**config.mk**
```make
export PLATFORM = sky130hd
export DESIGN_NAME = ifetch
export DESIGN_NICKNAME = d
export VERILOG_FILES = /design/src/rtl/ifetch_pkg.sv /design/src/rtl/ifetch_fifo.sv /design/src/rtl/ifetch.sv
export SDC_FILE = /design/constraint.sdc
export NUM_CORES = 1
export LEC_CHECK = 0
export ABC_AREA = 1
export BUFFER_PORTS_ARGS = -buffer_cell sky130_fd_sc_hd__buf_2
export CORE_ASPECT_RATIO = 0.5
export CORE_UTILIZATION = 40
export CTS_CLUSTER_SIZE = 16
export DETAILED_ROUTE_END_ITERATION = 10
export PLACE_DENSITY_LB_ADDON = 0.12
export SETUP_SLACK_MARGIN = 0.3
export SLEW_MARGIN = 0
export SYNTH_ARGS = -nofsm -noshare
export SYNTH_HDL_FRONTEND = slang
export SYNTH_SLANG_ARGS = --single-unit
```
**constraint.sdc**
```tcl
create_clock -name clk -period 1.88 [get_ports clk]
set_input_delay 0.282 -clock clk [delete_from_list [all_inputs] [get_ports clk]]
set_output_delay 0.282 -clock clk [all_outputs]
set_load 0.01 [all_outputs]
```
**src/rtl/ifetch_pkg.sv**
```systemverilog
// Shared constants for the instruction-fetch slice.
// These take the place of the old const.h defines.
package ifetch_pkg;

    localparam int unsigned INST_W           = 32;
    localparam logic [1:0]  IMEM_SIZE_WORD   = 2'd2;
    localparam int unsigned PC_STEP          = 4;
    localparam logic [63:0] RESET_PC_DEFAULT = 64'h0;

endpackage

```
**src/rtl/ifetch_fifo.sv**
```systemverilog
// Generic DEPTH x W synchronous FIFO with flush. The head entry is read straight from storage.
// Storage is cleared on reset, so the head reads zero until the first write.
module ifetch_fifo #(
    parameter int unsigned DEPTH = 2,
    parameter int unsigned W     = 96
) (
    input  logic                     clk,
    input  logic                     rst,
    input  logic                     push,
    input  logic                     pop,
    input  logic                     flush,
    input  logic [W-1:0]             din,
    output logic [$clog2(DEPTH):0]   count,
    output logic                     full,
    output logic                     empty,
    output logic [W-1:0]             dout
);

    localparam int unsigned PTR_W = $clog2(DEPTH);
    localparam int unsigned CNT_W = PTR_W + 1;

    logic [W-1:0]     mem [DEPTH];
    logic [PTR_W-1:0] rptr;
    logic [PTR_W-1:0] wptr;
    logic             do_push;
    logic             do_pop;

    always_comb begin
        full    = (count == CNT_W'(DEPTH));
        empty   = (count == '0);
        do_push = push && !full;
        do_pop  = pop && !empty;
        dout    = mem[rptr];
    end

    always_ff @(posedge clk) begin
        if (rst) begin
            rptr  <= '0;
            wptr  <= '0;
            count <= '0;
            mem   <= '{default: '0};
        end else if (flush) begin
            rptr  <= '0;
            wptr  <= '0;
            count <= '0;
        end else begin
            if (do_push) begin
                mem[wptr] <= din;
                wptr      <= wptr + 1'b1;
            end
            if (do_pop) begin
                rptr <= rptr + 1'b1;
            end
            case ({do_push, do_pop})
                2'b10:   count <= count + 1'b1;
                2'b01:   count <= count - 1'b1;
                default: count <= count;
            endcase
        end
    end

endmodule

```
**src/rtl/ifetch.sv**
```systemverilog
// Instruction-fetch stage: owns the fetch PC, drives the imem read port and
// buffers {pc, instruction} pairs toward decode; a redirect flushes them.
module ifetch
    import ifetch_pkg::*;
#(
    parameter int unsigned      XLEN     = 64,
    parameter int unsigned      ADDR_W   = 10,
    parameter int unsigned      DEPTH    = 2,
    parameter logic [XLEN-1:0]  RESET_PC = XLEN'(RESET_PC_DEFAULT)
) (
    input  logic                   clk,
    input  logic                   rst,
    output logic [ADDR_W-1:0]      imem_addr,
    output logic [1:0]             imem_word,
    input  logic [XLEN-1:0]        imem_data,
    input  logic                   redirect_valid,
    input  logic [XLEN-1:0]        redirect_pc,
    output logic                   out_valid,
    input  logic                   out_ready,
    output logic [XLEN-1:0]        out_pc,
    output logic [INST_W-1:0]      out_inst,
    output logic [$clog2(DEPTH):0] fifo_count
);

    logic [XLEN-1:0]        pc;
    logic                   push;
    logic                   pop;
    logic                   full;
    logic                   empty;
    logic [XLEN+INST_W-1:0] din;
    logic [XLEN+INST_W-1:0] head;
    logic                   unused_bits;

    assign unused_bits = ^{imem_data[XLEN-1:INST_W], redirect_pc[1:0]};

    always_comb begin
        imem_addr = pc[ADDR_W-1:0];
        imem_word = IMEM_SIZE_WORD;
        // A full FIFO never accepts a push, even when the head pops this cycle.
        push      = !rst && !redirect_valid && !full;
        pop       = !empty && out_ready && !redirect_valid;
        din       = {pc, imem_data[INST_W-1:0]};
        out_valid = !empty;
        out_pc    = head[XLEN+INST_W-1:INST_W];
        out_inst  = head[INST_W-1:0];
    end

    always_ff @(posedge clk) begin
        if (rst) begin
            pc <= RESET_PC;
        end else if (redirect_valid) begin
            pc <= {redirect_pc[XLEN-1:2], 2'b00};
        end else if (push) begin
            pc <= pc + XLEN'(PC_STEP);
        end
    end

    ifetch_fifo #(
        .DEPTH (DEPTH),
        .W     (XLEN + INST_W)
    ) u_fifo (
        .clk   (clk),
        .rst   (rst),
        .push  (push),
        .pop   (pop),
        .flush (redirect_valid),
        .din   (din),
        .count (fifo_count),
        .full  (full),
        .empty (empty),
        .dout  (head)
    );

endmodule

```
==> results of run 1 <==
## timing repair
item / 4_1_cts / 5_1_grt
setup endpoints to repair: 216 / 344
hold buffers: 37 / 0
resized for setup: 229 / 445
pin swaps: 42 / 113
gates cloned: 4 / 11
endpoints found under the hold margin: 37 / 0
setup buffers: 6 / 47
## layout make-up
| cell class | instances | area (um2) | share of cell area (%) |
|---|---|---|---|
| multi-input cells | 1337 | 7580 | 40.8 |
| flip-flops and latches | 254 | 5160 | 27.8 |
| repair buffers | 468 | 3860 | 20.8 |
| clock buffers | 34 | 688 | 3.71 |
| inverters | 163 | 656 | 3.53 |
| well taps | 399 | 499 | 2.69 |
| clock inverters | 10 | 118 | 0.633 |
## per-stage QoR
step                setup TNS [ns]  power [mW]
floorplan                        0        6.84
global placement                 0        7.56
global route                 -4.34        13.5
detailed placement        -0.00239        7.57
finish                      -0.350        13.0
CTS                         -0.344        12.8
## flip-flops by register name (all words and copies together) (netlist names)
name and cells:
u_fifo.mem 188, u_fifo.rptr 1, u_fifo.wptr 1, u_fifo.count 2
pc 62
## report_power, final
group / leakage (nW) / internal, mW / total, mW / switching [mW]
Sequential: 2.10 / 5.66 / 5.85 / 0.188
Clock: 0.397 / 2.84 / 5.10 / 2.25
Combinational: 5.52 / 0.888 / 2.08 / 1.19
Total: 8.01 / 9.39 / 13.0 / 3.64
## worst min-delay path by stage
stage	start	endpoint	slack [ns]
after global routing	redirect_pc[19]	pc[19]	0.01
after global placement	u_fifo.mem[120]	u_fifo.mem[120]	0.43
after CTS	redirect_pc[13]	pc[13]	0.005
after detailed placement	u_fifo.mem[120]	u_fifo.mem[120]	0.44
after floorplan	imem_data[0]	u_fifo.mem[0]	0.42
final	redirect_pc[19]	pc[19]	0.007
## layout by cell type (no fill, tap or decap), types with 42 or more instances in the layout
cell type	instances
nand2_1	269
nor2_1	249
dfxtp_1	215
buf_2	198
a21oi_1	159
buf_4	148
inv_1	144
o21ai_0	143
o21ai_1	127
nand2_2	63
o21ai_2	54
buf_6	45
nor2_4	42
## layer usage
metal	vias to the layer above	track usage [%]	share of wire [%]
met2	416	40.9	45
met3	74	4.15	5.9
met5	-	0	0
met1	6486	38.1	47
li1	6842	-	-
met4	0	7.72	2.5
## cells by family after synthesis
family | count (synthesis) | synth area share (%)
and+or+nand+nor | 777 | 25.1
AOI/OAI and AO/OA | 550 | 23.1
buffers and inverters | 295 | 10.3
DFF | 254 | 41.1
adders and majority gates | 2 | 0.202
other | 2 | 0.0608
xor gates and xnor gates | 1 | 0.0709
## worst max-delay path, stage by stage (launching register included)
cell	delay [ns]
dfxtp_4	0.38
buf_12	0.16
clkbuf_16	0.19
o21ai_1	0.18
buf_2	0.16
==> reports/metrics.yaml, run 1 <==
run_status:
  status: "finished with violations"
  violations: "negative setup slack"
yosys:
  synth_area_per_cell_um2: 6.57
  synth_seq_area_share_pct: 41.1
  synthCells: 1881
  synth_edf_count: 0
  synth-seq-cells: 254
  netlist_area_um2: 12400
  synth_largest_area_cell: "dfxtp_1"
  synthDistinctLibCells: 38
  yosys-top-cells-count: "368 x nand2_1, 320 x nor2_1, 274 x o21ai_0"
  synth.top_cell.area_share_pct: 41.1
  post-synth-top-count-cell: "nand2_1"
  async_reset_ff_share_pct: 0
  ys.flop_type: "dfxtp_1"
  ys_warn_count: 0
  synthTopCellsByArea: "dfxtp_1 41%, nand2_1 11%, o21ai_0 11%"
setup_path:
  critPathCapture: "out_pc[48]"
  rr_worst_depth: 13
  required_ns: 1.60
  r2r-start: "pc[2]"
  r2r_end: "pc[37]"
  start_kind: "register"
  r2r_setup_slack_ns: 0.09
  cp-end-kind: "primary output"
  worstSetupStartpoint: "u_fifo.rptr"
  arrival_ns: 1.64
  critPathKind: "reg -> out"
  path_max_fanout: 12
worst_hold_path:
  hold_path_class: "in -> reg"
  holdPathStages: 3
placement:
  portBuffers: 202
  post-place-ws_ns: -0.00239
  placed_cell_area_um2: 14600
  dp_cells: 2516
  hpwl_um: 29500
  globalplace.congestion: 0.992
finish:
  diodes: 0
  fillers: 2777
  fin_nets: 2382
  drive_gt1_share_pct: 37.1
  fin_area_um2: 18600
  final_cells: 2665
  final_util_pct: 61.2
  syn_to_final_growth_pct: 50.2
clocking:
  cts_num_sinks: 254
  cts_tree: "built"
  numCtsBuffers: 24
  root_buffer: "clkbuf_16"
  cts.clk_slew.worst_paths_ns: 0.07
  clock_path_buffers: 3
  cts.htree.levels: 1
  insertion_delay_ns: 0.56
sta:
  final_hold_viol_count: 0
  setup_viol: 27
  fin_crit_sh_pct: 102
  period_needed_ns: 1.93
  drv_slew: 0
  max_freq_mhz: 519
  rsz0062_at_grt: "yes"
  hold_ws_ns: 0.00671
  final.setup.worst_slack_ns: -0.0465
  finClkSkew_ns: 0.0177
flow_run:
  max_cap_violations: 0
global_routing:
  grt-ovfl-total: 0
  grt_max_degree: 86
  first_global_vias: 12024
  grt_pass1_wl_um: 66600
  antenna_found_initial: 0
  track_usage_pct: 26.5
power:
  leakage_nw: 8.01
  p_per_area_nw_per_um2: 701
  peakVddDrop_mv: 0.579
drt:
  via_count: 13818
  initialDrtViolationCount: 1058
  wl_per_cell_um: 17.5
  postRouteAntennaNets: 0
  routed_wl_um: 46700
  drc_errors: 0
  firstDrtPassIters: 8
  vias_per_cell: 5.18
die:
  ios: 243
  std_cell_rows: 45
  die_y_um: 126
  dieArea_um2: 31700
  initial_core_util_pct: 40.7
  die_w_um: 251
  core_um2: 30300
Note: power is estimated with default switching activity, not from simulation.
==> run 2, diff against run 1 <==
SYNTH_HIERARCHICAL = 1   (was default)
==> run 2 against run 1 <==
Compared with the run above: the flow still finishes with violations (negative setup slack); clock skew increased by 0.0066 ns; count of clock-buffer cells in the layout decreased by 3; synthesized cell count increased by 26%; critical path depth increased by 1; core utilization decreased by 1.2 points; hold slack improved by 0.011 ns; power increased by 5.2%; global-route usage increased by 0.22 points; critical path type unchanged.
==> reports/metrics.yaml, run 2 <==
setup_path:
  required_ns: 1.60
  critPathKind: "reg -> out"
  cp-end-kind: "primary output"
  start_kind: "register"
  path_max_fanout: 8
  arrival_ns: 1.68
global_routing:
  antenna_found_initial: 1
  track_usage_pct: 26.7
  grt_max_degree: 103
  grt_pass1_wl_um: 76600
  grt-ovfl-total: 0
  grt_use_met2_pct: 44.2
  use_met1_pct: 37.3
  top_usage_layer: "met2"
  use_met3_pct: 3.58
  first_global_vias: 13975
sta:
  rsz0062_at_grt: "yes"
  hold_ws_ns: 0.0175
  max_freq_mhz: 511
  drv_slew: 0
  setup_viol: 28
  finClkSkew_ns: 0.0243
  period_needed_ns: 1.96
  final.setup.worst_slack_ns: -0.0779
  tns_ns: -0.601
  fin_crit_sh_pct: 104
  final_hold_viol_count: 0
finish:
  final_cells: 3220
  fin_nets: 2858
  register_area_um2: 5290
  top_regs: "u_fifo/mem: 192 flops, pc: 62 flops, u_fifo/count: 2 flops"
  top_register: "u_fifo/mem"
  fillers: 3298
  syn_to_final_growth_pct: 46.4
  layout_common_cells: "574 x nand2_1, 506 x nor2_1, 256 x inv_1"
  largest_register_ff_count: 192
  drive_gt1_share_pct: 30.4
  layout_commonest_cell: "nand2_1"
  multi_input_area_um2: 8560
die:
  std_cell_rows: 48
  die_w_um: 269
  initial_core_util_pct: 41.0
  ios: 243
  die_y_um: 135
  core_um2: 34800
  dieArea_um2: 36400
drt:
  via_count: 16285
  initialDrtViolationCount: 1557
  firstDrtPassIters: 6
  drc_errors: 0
  vias_per_cell: 5.06
  wl_per_cell_um: 17.2
  postRouteAntennaNets: 0
  routed_wl_um: 55400
yosys:
  synth_seq_area_share_pct: 36.3
  netlist_area_um2: 14200
  synth_edf_count: 0
  synthCells: 2365
  synth.top_cell.area_share_pct: 36.3
  yosys-top-cells-count: "650 x nand2_1, 572 x nor2_1, 264 x inv_1"
  synthDistinctLibCells: 40
  synth_largest_area_cell: "dfxtp_1"
  async_reset_ff_share_pct: 0
  synthTopCellsByArea: "dfxtp_1 36%, nand2_1 17%, nor2_1 15%"
  post-synth-top-count-cell: "nand2_1"
  ys_warn_count: 6
  ys.flop_type: "dfxtp_1"
  synth-seq-cells: 258
  synth_area_per_cell_um2: 6.02
clocking:
  root_buffer: "clkbuf_16"
  cts.clk_slew.worst_paths_ns: 0.07
  cts.htree.levels: 1
  insertion_delay_ns: 0.57
  numCtsBuffers: 27
  cts_num_sinks: 258
  clock_path_buffers: 3
  cts_tree: "built"
power:
  p_sw_share_pct: 28.6
  combPwrFrac_pct: 16.0
  p_int_mw: 9.78
  clkPwrFrac_pct: 41.0
  seqPwrFrac_pct: 42.9
  peakVddDrop_mv: 0.748
  leakage_nw: 10.0
  p_per_area_nw_per_um2: 657
  p_sw_mw: 3.92
placement:
  portBuffers: 204
  globalplace.congestion: 0.963
  dp_cells: 3030
  post-place-ws_ns: 0.0494
  hpwl_um: 31500
flow_run:
  max_cap_violations: 0
worst_hold_path:
  hold_path_class: "in -> reg"
run_status:
  violations: "negative setup slack"
  status: "finished with violations"
## run 2: cell count changes after synthesis, moves of 5 or more
cell	change
a21oi_1	-137
buf_1	+7
buf_2	+15
inv_1	+106
nand2_1	+282
nand2_2	+14
nand3_1	+5
nand4_1	+99
nor2_1	+252
nor3_1	+7
o21ai_0	-150
o21ai_1	-44
o31ai_1	-5
or2_2	+6
## run 2: cell type report
class | count | area share, %
well taps | 475 | 2.85
clock buffers | 31 | 3.41
flip-flops and latches | 258 | 25.4
diodes | 1 | 0.0120
inverters | 275 | 5.16
clock inverters | 18 | 0.912
multi-input cells | 1688 | 41.1
repair buffers | 474 | 21.2
## run 2: power by group through the flow
stage | registers, mW | logic, mW | clock network [mW]
6_report | 5.88 | 2.20 | 5.62
5_1_grt | 5.90 | 2.40 | 5.95
4_1_cts | 5.87 | 1.92 | 5.72
3_5_place_dp | 5.98 | 1.72 | 0
3_3_place_gp | 5.98 | 1.71 | 0
2_1_floorplan | 5.95 | 1.02 | 0
## run 2: critical path: stages (launching register included)
cell       delay, ns
dfxtp_4         0.40
buf_12          0.20
clkbuf_16       0.20
nand2_2         0.05
o21ai_1         0.08
buf_2           0.15
## run 2: per-layer routing
metal	vias to the layer above	part of all wire, %
met2	530	45
met1	7613	46
met4	0	2.2
met5	-	0
met3	84	6.6
li1	8058	-
## run 2: what timing repair did
item,4_1_cts,5_1_grt
pin swaps,64,103
setup buffers,25,39
resized for setup,288,303
gates cloned,15,26
setup endpoints to repair,351,353
hold buffers,35,0
hold endpoints to repair,35,0
## run 2: final timing paths
kind | startpoint | end | slack [ns] | depth (start not counted)
worst min-delay path | redirect_pc[25] | pc[25] | 0.02 | 3
worst max register to register | pc[3] | pc[48] | 0.07 | 11
worst min register to register | u_fifo/mem[33] | u_fifo/mem[33] | 0.47 | 2
worst max-delay path | u_fifo/rptr | out_pc[40] | -0.08 | 5
## run 2: cells by family after synthesis
kind of cell,Yosys count,share of synthesized area (%)
AND/OR/NAND/NOR,1455,42.6
buffers and inverters,425,12.3
flip-flops,258,36.3
AO/OA/AOI/OAI,223,8.61
adder cells (fa/ha/maj),2,0.176
other,2,0.0527
## run 2: stage by stage
| stage | util, % | instance area (um2) | total power [mW] |
|---|---|---|---|
| 5_1_grt | 60.0 | 20800 | 14.2 |
| 3_3_place_gp | 47.4 | 16500 | 7.69 |
| 2_1_floorplan | - | 14400 | 6.97 |
| 6_report | 60.0 | 20800 | 13.7 |
| 3_5_place_dp | 47.4 | 16500 | 7.70 |
| 4_1_cts | 54.8 | 19100 | 13.5 |
